**config.mk**
```make
export PLATFORM = sky130hd
export DESIGN_NAME = rf_write_arbiter_flat
export DESIGN_NICKNAME = d
export VERILOG_FILES = /design/src/rtl/rf_write_arbiter_if.sv /design/src/rtl/rf_write_arbiter.sv /design/src/flat_wrapper.sv
export SDC_FILE = /design/constraint.sdc
export NUM_CORES = 1
export LEC_CHECK = 0
export ABC_AREA = 1
export BUFFER_PORTS_ARGS = -buffer_cell sky130_fd_sc_hd__buf_2
export CORE_MARGIN = 1.5
export CORE_UTILIZATION = 45
export CTS_CLUSTER_SIZE = 40
export DETAILED_ROUTE_END_ITERATION = 16
export PLACE_DENSITY_LB_ADDON = 0.15
export SYNTH_ARGS = -nofsm -noshare
export SYNTH_HDL_FRONTEND = slang
export SYNTH_SLANG_ARGS = --single-unit
export TNS_END_PERCENT = 20
```
**constraint.sdc**
```tcl
create_clock -name clk -period 5.7 [get_ports clk]
set_clock_uncertainty 0.15 [all_clocks]
set_input_delay 1.14 -clock clk [delete_from_list [all_inputs] [get_ports clk]]
set_output_delay 1.14 -clock clk [all_outputs]
set_load 0.02 [all_outputs]
```
**src/rtl/rf_write_arbiter_if.sv**
```systemverilog
// Bus bundle for the register-file write arbiter: core writeback, load-return stream,
// reg file write port and status.
interface rf_write_arbiter_if #(
  parameter int DATA_W     = 32,
  parameter int ADDR_W     = 5,
  parameter int FIFO_DEPTH = 4
);
  localparam int CNT_W = $clog2(FIFO_DEPTH) + 1;

  logic              core_wr_en;
  logic [ADDR_W-1:0] core_rd;
  logic [DATA_W-1:0] core_wdata;
  logic [6:0]        core_opcode;

  logic              ld_valid;
  logic              ld_ready;
  logic [ADDR_W-1:0] ld_rd;
  logic [DATA_W-1:0] ld_wdata;

  logic              rf_en;
  logic [ADDR_W-1:0] rf_rd;
  logic [DATA_W-1:0] rf_wdata;
  logic [6:0]        rf_opcode;

  logic              core_stall;
  logic              init_done;
  logic [CNT_W-1:0]  fifo_count;

  modport slave (
    input  core_wr_en, core_rd, core_wdata, core_opcode,
    input  ld_valid, ld_rd, ld_wdata,
    output ld_ready,
    output rf_en, rf_rd, rf_wdata, rf_opcode,
    output core_stall, init_done, fifo_count
  );

  modport master (
    output core_wr_en, core_rd, core_wdata, core_opcode,
    output ld_valid, ld_rd, ld_wdata,
    input  ld_ready,
    input  rf_en, rf_rd, rf_wdata, rf_opcode,
    input  core_stall, init_done, fifo_count
  );
endinterface

```
**src/rtl/rf_write_arbiter.sv**
```systemverilog
// Owns the register-file write port: zero-fills the file after reset, then arbitrates
// between core writeback (priority) and a buffered, squashable load-return stream.
//
//   state | meaning
//   ------+-------------------------------------------------------------
//   INIT  | zero-fill x0..x31, one register per cycle; core stalled
//   RUN   | core writeback has priority, FIFO drains on idle cycles
module rf_write_arbiter #(
  parameter int DATA_W     = 32,
  parameter int ADDR_W     = 5,
  parameter int FIFO_DEPTH = 4
) (
  input logic             clk,
  input logic             rst_n,
  rf_write_arbiter_if.slave bus
);
  localparam int PTR_W = $clog2(FIFO_DEPTH);
  localparam int CNT_W = PTR_W + 1;
  localparam logic [CNT_W-1:0]  DEPTH_C   = CNT_W'(FIFO_DEPTH);
  localparam logic [ADDR_W-1:0] INIT_LAST = '1;
  localparam logic [6:0]        OPC_OP    = 7'b0110011;
  localparam logic [6:0]        OPC_LOAD  = 7'b0000011;

  typedef enum logic {INIT, RUN} state_t;

  state_t            state_q, state_d;
  logic [ADDR_W-1:0] init_cnt;

  logic [ADDR_W-1:0]     ent_rd   [FIFO_DEPTH];
  logic [DATA_W-1:0]     ent_data [FIFO_DEPTH];
  logic [FIFO_DEPTH-1:0] ent_vld;
  logic [PTR_W-1:0]      wr_ptr, rd_ptr;
  logic [CNT_W-1:0]      count;

  logic core_take, pop, push, ld_ready;

  always_ff @(posedge clk or negedge rst_n) begin
    if (!rst_n) state_q <= INIT;
    else        state_q <= state_d;
  end

  always_ff @(posedge clk or negedge rst_n) begin
    if (!rst_n)               init_cnt <= '0;
    else if (state_q == INIT) init_cnt <= init_cnt + ADDR_W'(1);
  end

  always_comb begin
    state_d        = state_q;
    core_take      = 1'b0;
    pop            = 1'b0;
    push           = 1'b0;
    ld_ready       = 1'b0;
    bus.rf_en      = 1'b0;
    bus.rf_rd      = ent_rd[rd_ptr];
    bus.rf_wdata   = ent_data[rd_ptr];
    bus.rf_opcode  = OPC_LOAD;
    bus.core_stall = 1'b1;
    bus.init_done  = 1'b0;
    case (state_q)
      INIT: begin
        bus.rf_en     = 1'b1;
        bus.rf_rd     = init_cnt;
        bus.rf_wdata  = '0;
        bus.rf_opcode = OPC_OP;
        if (init_cnt == INIT_LAST) state_d = RUN;
      end
      RUN: begin
        bus.core_stall = 1'b0;
        bus.init_done  = 1'b1;
        ld_ready       = (count < DEPTH_C);
        // x0 loads complete the handshake but are never queued
        push           = bus.ld_valid && ld_ready && (bus.ld_rd != '0);
        core_take      = bus.core_wr_en && (bus.core_rd != '0);
        if (core_take) begin
          bus.rf_en     = 1'b1;
          bus.rf_rd     = bus.core_rd;
          bus.rf_wdata  = bus.core_wdata;
          bus.rf_opcode = bus.core_opcode;
        end else if (count != '0) begin
          pop       = 1'b1;
          bus.rf_en = ent_vld[rd_ptr];
        end
      end
      default: state_d = INIT;
    endcase
  end

  assign bus.ld_ready   = ld_ready;
  assign bus.fifo_count = count;

  always_ff @(posedge clk or negedge rst_n) begin
    if (!rst_n) begin
      wr_ptr <= '0;
      rd_ptr <= '0;
      count  <= '0;
    end else begin
      if (push) wr_ptr <= wr_ptr + PTR_W'(1);
      if (pop)  rd_ptr <= rd_ptr + PTR_W'(1);
      case ({push, pop})
        2'b10:   count <= count + CNT_W'(1);
        2'b01:   count <= count - CNT_W'(1);
        default: count <= count;
      endcase
    end
  end

  // A core write kills older queued loads to the same rd; a load pushed in that
  // same cycle is the newer value, so the push below overrides the squash.
  always_ff @(posedge clk or negedge rst_n) begin
    if (!rst_n) begin
      ent_vld <= '0;
    end else begin
      for (int i = 0; i < FIFO_DEPTH; i++) begin
        if (core_take && (ent_rd[i] == bus.core_rd)) ent_vld[i] <= 1'b0;
      end
      if (push) ent_vld[wr_ptr] <= 1'b1;
    end
  end

  always_ff @(posedge clk) begin
    if (push) begin
      ent_rd[wr_ptr]   <= bus.ld_rd;
      ent_data[wr_ptr] <= bus.ld_wdata;
    end
  end
endmodule

```
**src/flat_wrapper.sv**
```systemverilog
// flat-port wrapper written by rule: the top's interface ports become plain ports
module rf_write_arbiter_flat 
#(
  parameter int DATA_W     = 32,
  parameter int ADDR_W     = 5,
  parameter int FIFO_DEPTH = 4
)
  (clk, rst_n, bus_core_wr_en, bus_core_rd, bus_core_wdata, bus_core_opcode, bus_ld_valid, bus_ld_rd, bus_ld_wdata, bus_ld_ready, bus_rf_en, bus_rf_rd, bus_rf_wdata, bus_rf_opcode, bus_core_stall, bus_init_done, bus_fifo_count);
  rf_write_arbiter_if #(.DATA_W(DATA_W), .ADDR_W(ADDR_W), .FIFO_DEPTH(FIFO_DEPTH)) bus_i ();
  input logic clk;
  input logic rst_n;
  input wire logic [$bits(bus_i.core_wr_en)-1:0] bus_core_wr_en;
  input wire logic [$bits(bus_i.core_rd)-1:0] bus_core_rd;
  input wire logic [$bits(bus_i.core_wdata)-1:0] bus_core_wdata;
  input wire logic [$bits(bus_i.core_opcode)-1:0] bus_core_opcode;
  input wire logic [$bits(bus_i.ld_valid)-1:0] bus_ld_valid;
  input wire logic [$bits(bus_i.ld_rd)-1:0] bus_ld_rd;
  input wire logic [$bits(bus_i.ld_wdata)-1:0] bus_ld_wdata;
  output wire logic [$bits(bus_i.ld_ready)-1:0] bus_ld_ready;
  output wire logic [$bits(bus_i.rf_en)-1:0] bus_rf_en;
  output wire logic [$bits(bus_i.rf_rd)-1:0] bus_rf_rd;
  output wire logic [$bits(bus_i.rf_wdata)-1:0] bus_rf_wdata;
  output wire logic [$bits(bus_i.rf_opcode)-1:0] bus_rf_opcode;
  output wire logic [$bits(bus_i.core_stall)-1:0] bus_core_stall;
  output wire logic [$bits(bus_i.init_done)-1:0] bus_init_done;
  output wire logic [$bits(bus_i.fifo_count)-1:0] bus_fifo_count;
  assign bus_i.core_wr_en = bus_core_wr_en;
  assign bus_i.core_rd = bus_core_rd;
  assign bus_i.core_wdata = bus_core_wdata;
  assign bus_i.core_opcode = bus_core_opcode;
  assign bus_i.ld_valid = bus_ld_valid;
  assign bus_i.ld_rd = bus_ld_rd;
  assign bus_i.ld_wdata = bus_ld_wdata;
  assign bus_ld_ready = bus_i.ld_ready;
  assign bus_rf_en = bus_i.rf_en;
  assign bus_rf_rd = bus_i.rf_rd;
  assign bus_rf_wdata = bus_i.rf_wdata;
  assign bus_rf_opcode = bus_i.rf_opcode;
  assign bus_core_stall = bus_i.core_stall;
  assign bus_init_done = bus_i.init_done;
  assign bus_fifo_count = bus_i.fifo_count;
  rf_write_arbiter #(.DATA_W(DATA_W), .ADDR_W(ADDR_W), .FIFO_DEPTH(FIFO_DEPTH)) u_core (.clk(clk), .rst_n(rst_n), .bus(bus_i));
endmodule
```
==> summary.txt <==
Clock network
  – Number of setup buffers added after CTS: 0
  – Total number of clock tree sinks: 165
  – Post-CTS sizing: 0
  – Level count of the clock H-tree: 4
  – Clock latency of the later-clocked register in the worst-skew pair: 0.41 ns
  – TritonCTS Buffers: 17
  – TritonCTS clock tree: built
  – Max Root-Sink Buffers: 2
  – Hold Buf Count CTS: 0
  – Clock-pin transition on the worst setup and hold timing paths: 0.06 ns
  – Clock root buffer master: sky130_fd_sc_hd__clkbuf_16

Synth
  – Yosys reg bits: approximately 170
  – Net count after synthesis: just over 800
  – Simple-gate share of the synthesized area: 22.7%
  – Adder-cell share of the synthesized area: 1.43%
  – Post-synthesis sequential area ratio: around 65%
  – Largest family of logic cells by synthesized area: simple AND/OR/NAND/NOR gates
  – Complex-gate fraction of the synthesized area: 5.31%
  – Fraction of synthesized area in multiplexers: 0%
  – Number of warnings issued by yosys: 0
  – Post-synthesis instance area: 0.00752 mm2
  – Synthesized area per cell: 10.4 um2
  – Gate Count Post-Synth: 725
  – Count of cell types in the netlist: 31
  – Xor/xnor cell area share of the yosys netlist: 0.815%

Status
  – Status: completed

Die
  – Total I/O pin count: 136
  – Number of core rows: 47
  – Floorplan die width: 132 um
  – Die Y: around 130 um
  – Area of the core region: 0.0165 mm2
  – Area of the die: 0.0175 mm2
  – Starting density of the core: 45.7%

Cells and area
  – Final Util: 53.7%
  – Share of final-layout standard cells stronger than drive strength 1: 24.4%
  – Area growth from synthesis to layout: 17.6%
  – Number of fill cells in the layout: between 1000 and 1500
  – Most frequent cells in the layout: sky130_fd_sc_hd__nand2_1 (298), sky130_fd_sc_hd__edfxtp_1 (148), sky130_fd_sc_hd__buf_2 (135)
  – Number of inserted diodes: 0
  – Non-filler instance count after layout: 1080
  – Multi-input gate area in the final layout: between 0.002 and 0.0025 mm2
  – Final net count: 941
  – Most frequent standard cell in the layout excluding fill and tap cells: sky130_fd_sc_hd__nand2_1
  – FF+latch area: 0.00487 mm2
  – Area of all placed cells without fillers: 0.00885 mm2

Global routing
  – Met3 demand-to-capacity share in global routing: approximately 4.2%
  – Pin count of the biggest net entering global routing: 81
  – Via count of the first global-routing pass: 5043
  – GR Util met2: 33.2%
  – Gr usage total: 19.5%
  – Global routing's busiest layer: met2
  – Global-route wire length before repair: 26000 um
  – Met1 track demand over resource in global routing: 25.4%
  – Overflow left after global routing: 0
  – Antenna violations before repair: 0

STA
  – Final worst-path cycle share: 70.8%
  – Min Clock Period, post-route: 4.03 ns
  – Sum of negative setup slack: 0 ns
  – Final Hold Viols: 0
  – Final Max Tran Viols: 0
  – Max Fclk: between 0.2 and 0.25 GHz
  – RSZ-0062 raised after global routing: false
  – Least setup slack across all paths after layout: 1.67 ns
  – Worst Tran Pin Value: 0.986 ns
  – Final setup viols: 0
  – Max transition margin: about a third
  – Minimum hold slack: 0.329 ns

Worst setup path
  – Setup slack on the worst flop-to-flop path: 3.17 ns
  – Maximum fanout along the worst path: between 40 and 50
  – Worst EP arrival: 2.74 ns
  – Startpoint type of the worst setup path: register
  – CP Data Required Time: ~4.4 ns
  – Cells traversed along the worst timing path: buf_4, inv_1, buf_4, o21ai_0, o21ai_0, nand2_1, nand3_1, buf_2
  – Delay of the slowest cell on the worst path: 0.52 ns
  – Critical-path cell with the highest stage delay: sky130_fd_sc_hd__inv_1
  – WS Path Type: register to primary output
  – Nature of the critical path endpoint: primary output

Route
  – Vias after detailed routing: 5357
  – Number of design-rule violations left by the first detailed-router iteration: around 330
  – Average routed wire per standard cell: 15.4 um
  – Total wirelength of the detailed-routed design: 16600 um
  – Antenna-violating nets left: 0
  – Detailed-route DRC error count: 0
  – Via/cell ratio: 4.96
  – Router iterations before antenna repair: 5

Power and ir drop
  – Switching power summed over all nets: 1.45 mW
  – Clock power frac: 27.1%
  – Power Internal: 2.55 mW
  – Part of the power in registers: 39.3%
  – Power per cell area: 453 mW/mm2
  – Switching share of total power: a little over a third
  – Worst ir drop on vdd: 252 uV
  – Sum of internal, switching and leakage power: around 4 mW
  – Proportion of power drawn by combinational gates: between 30 and 40%
  – Leakage: 3.81 nW

Placement
  – Detailed placement HPWL: 10200 um
  – Number of buffers inserted by port buffering: 135
  – Placed Instances: 1049
  – Worst setup slack after placement: about 1.7 ns
  – GP Congestion: approximately 0.86
  – DP Area: 0.00829 mm2

Min path
  – Type of the most critical hold path: register to register

Job
  – Max cap viols: 0
-- metal layers --
layer | routed length [um] | vias up
li1 | - | 2681
met1 | 7240 | 2505
met2 | 8360 | 159
met3 | 835 | 12
met4 | 157 | 0
met5 | 0 | -
-- final cells by class --
cell class                      instances  share of cell area [%]
Sequential cell                       165                    55.1
Tap cell                              220                    3.11
Multi-Input combinational cell        482                    25.7
Timing Repair Buffer                  139                    7.98
Inverter                               43                    1.82
Clock inverter                         13                    1.47
Clock buffer                           18                    4.85
-- state kept, by name (all words and copies together), names as in the netlist --
register,count
u_core.ent_vld,4
u_core.state_q,1
u_core.ent_rd,20
u_core.rd_ptr,2
u_core.wr_ptr,2
u_core.init_cnt,5
u_core.bus.fifo_count,3
u_core.ent_data,128
-- power by group through the flow --
stage / clock network, mW / registers (mW) / logic, mW
4_1_cts: 1.09 / 1.57 / 1.37
6_report: 1.08 / 1.57 / 1.35
3_3_place_gp: 0 / 1.59 / 1.34
2_1_floorplan: 0 / 1.59 / 0.969
5_1_grt: 1.14 / 1.59 / 1.51
3_5_place_dp: 0 / 1.60 / 1.37
-- Yosys cell counts --
master | count | area [um2]
sky130_fd_sc_hd__and3_1 | 2 | 12.5
sky130_fd_sc_hd__inv_1 | 39 | 146
sky130_fd_sc_hd__edfxtp_1 | 148 | 4440
sky130_fd_sc_hd__nand2_2 | 1 | 6.26
sky130_fd_sc_hd__nor2_1 | 17 | 63.8
sky130_fd_sc_hd__o21ai_1 | 5 | 25.0
sky130_fd_sc_hd__a21oi_2 | 1 | 8.76
sky130_fd_sc_hd__xor2_1 | 3 | 26.3
sky130_fd_sc_hd__nand3_1 | 70 | 350
sky130_fd_sc_hd__xnor2_1 | 4 | 35.0
sky130_fd_sc_hd__buf_2 | 12 | 60.1
sky130_fd_sc_hd__o21ai_0 | 22 | 110
sky130_fd_sc_hd__o21ai_2 | 24 | 210
sky130_fd_sc_hd__buf_4 | 4 | 30.0
sky130_fd_sc_hd__or2_2 | 2 | 12.5
sky130_fd_sc_hd__nand2_4 | 2 | 22.5
sky130_fd_sc_hd__nand4_1 | 6 | 37.5
sky130_fd_sc_hd__nor3_1 | 1 | 5.00
sky130_fd_sc_hd__inv_2 | 4 | 15.0
sky130_fd_sc_hd__nand3_2 | 3 | 30.0
sky130_fd_sc_hd__ha_1 | 7 | 87.6
sky130_fd_sc_hd__fa_1 | 1 | 20.0
sky130_fd_sc_hd__nand2_1 | 298 | 1120
sky130_fd_sc_hd__or2_1 | 2 | 12.5
sky130_fd_sc_hd__dfrtp_1 | 17 | 425
sky130_fd_sc_hd__nor2_8 | 1 | 20.0
sky130_fd_sc_hd__a21oi_1 | 9 | 45.0
sky130_fd_sc_hd__clkbuf_1 | 12 | 45.0
sky130_fd_sc_hd__nand4_2 | 1 | 12.5
sky130_fd_sc_hd__buf_6 | 6 | 67.6
sky130_fd_sc_hd__buf_8 | 1 | 15.0
-- worst max-delay path: cells and delay by family (launching register included) --
kind	cells	cell delay, ns
buffers and inverters	4	1.43
and+or+nand+nor	2	0.15
AOI/OAI and AO/OA	2	0.35
DFF	1	0.38
-- kinds of logic (layout without fill, tap and decap cells) --
kind of cell	Yosys count	after routing
AOI/OAI and AO/OA	61	61
xor gates and xnor gates	7	7
adders and majority gates	8	8
buffers and inverters	78	213
DFF	165	165
and+or+nand+nor	406	406
-- final timing paths --
kind / startpoint / end / cells after the start
setup / recovery: u_core.rd_ptr[1] / bus_rf_rd[2] / 8
hold / removal: u_core.ent_vld[3] / u_core.ent_vld[3] / 2
setup reg to reg: u_core.state_q / u_core.ent_data[3][15] / 5
hold reg to reg: u_core.ent_vld[3] / u_core.ent_vld[3] / 2
max in group asynchronous: rst_n / u_core.rd_ptr[0] / 1
min in group asynchronous: rst_n / u_core.wr_ptr[0] / 1
(Power assumes the default switching activity.)
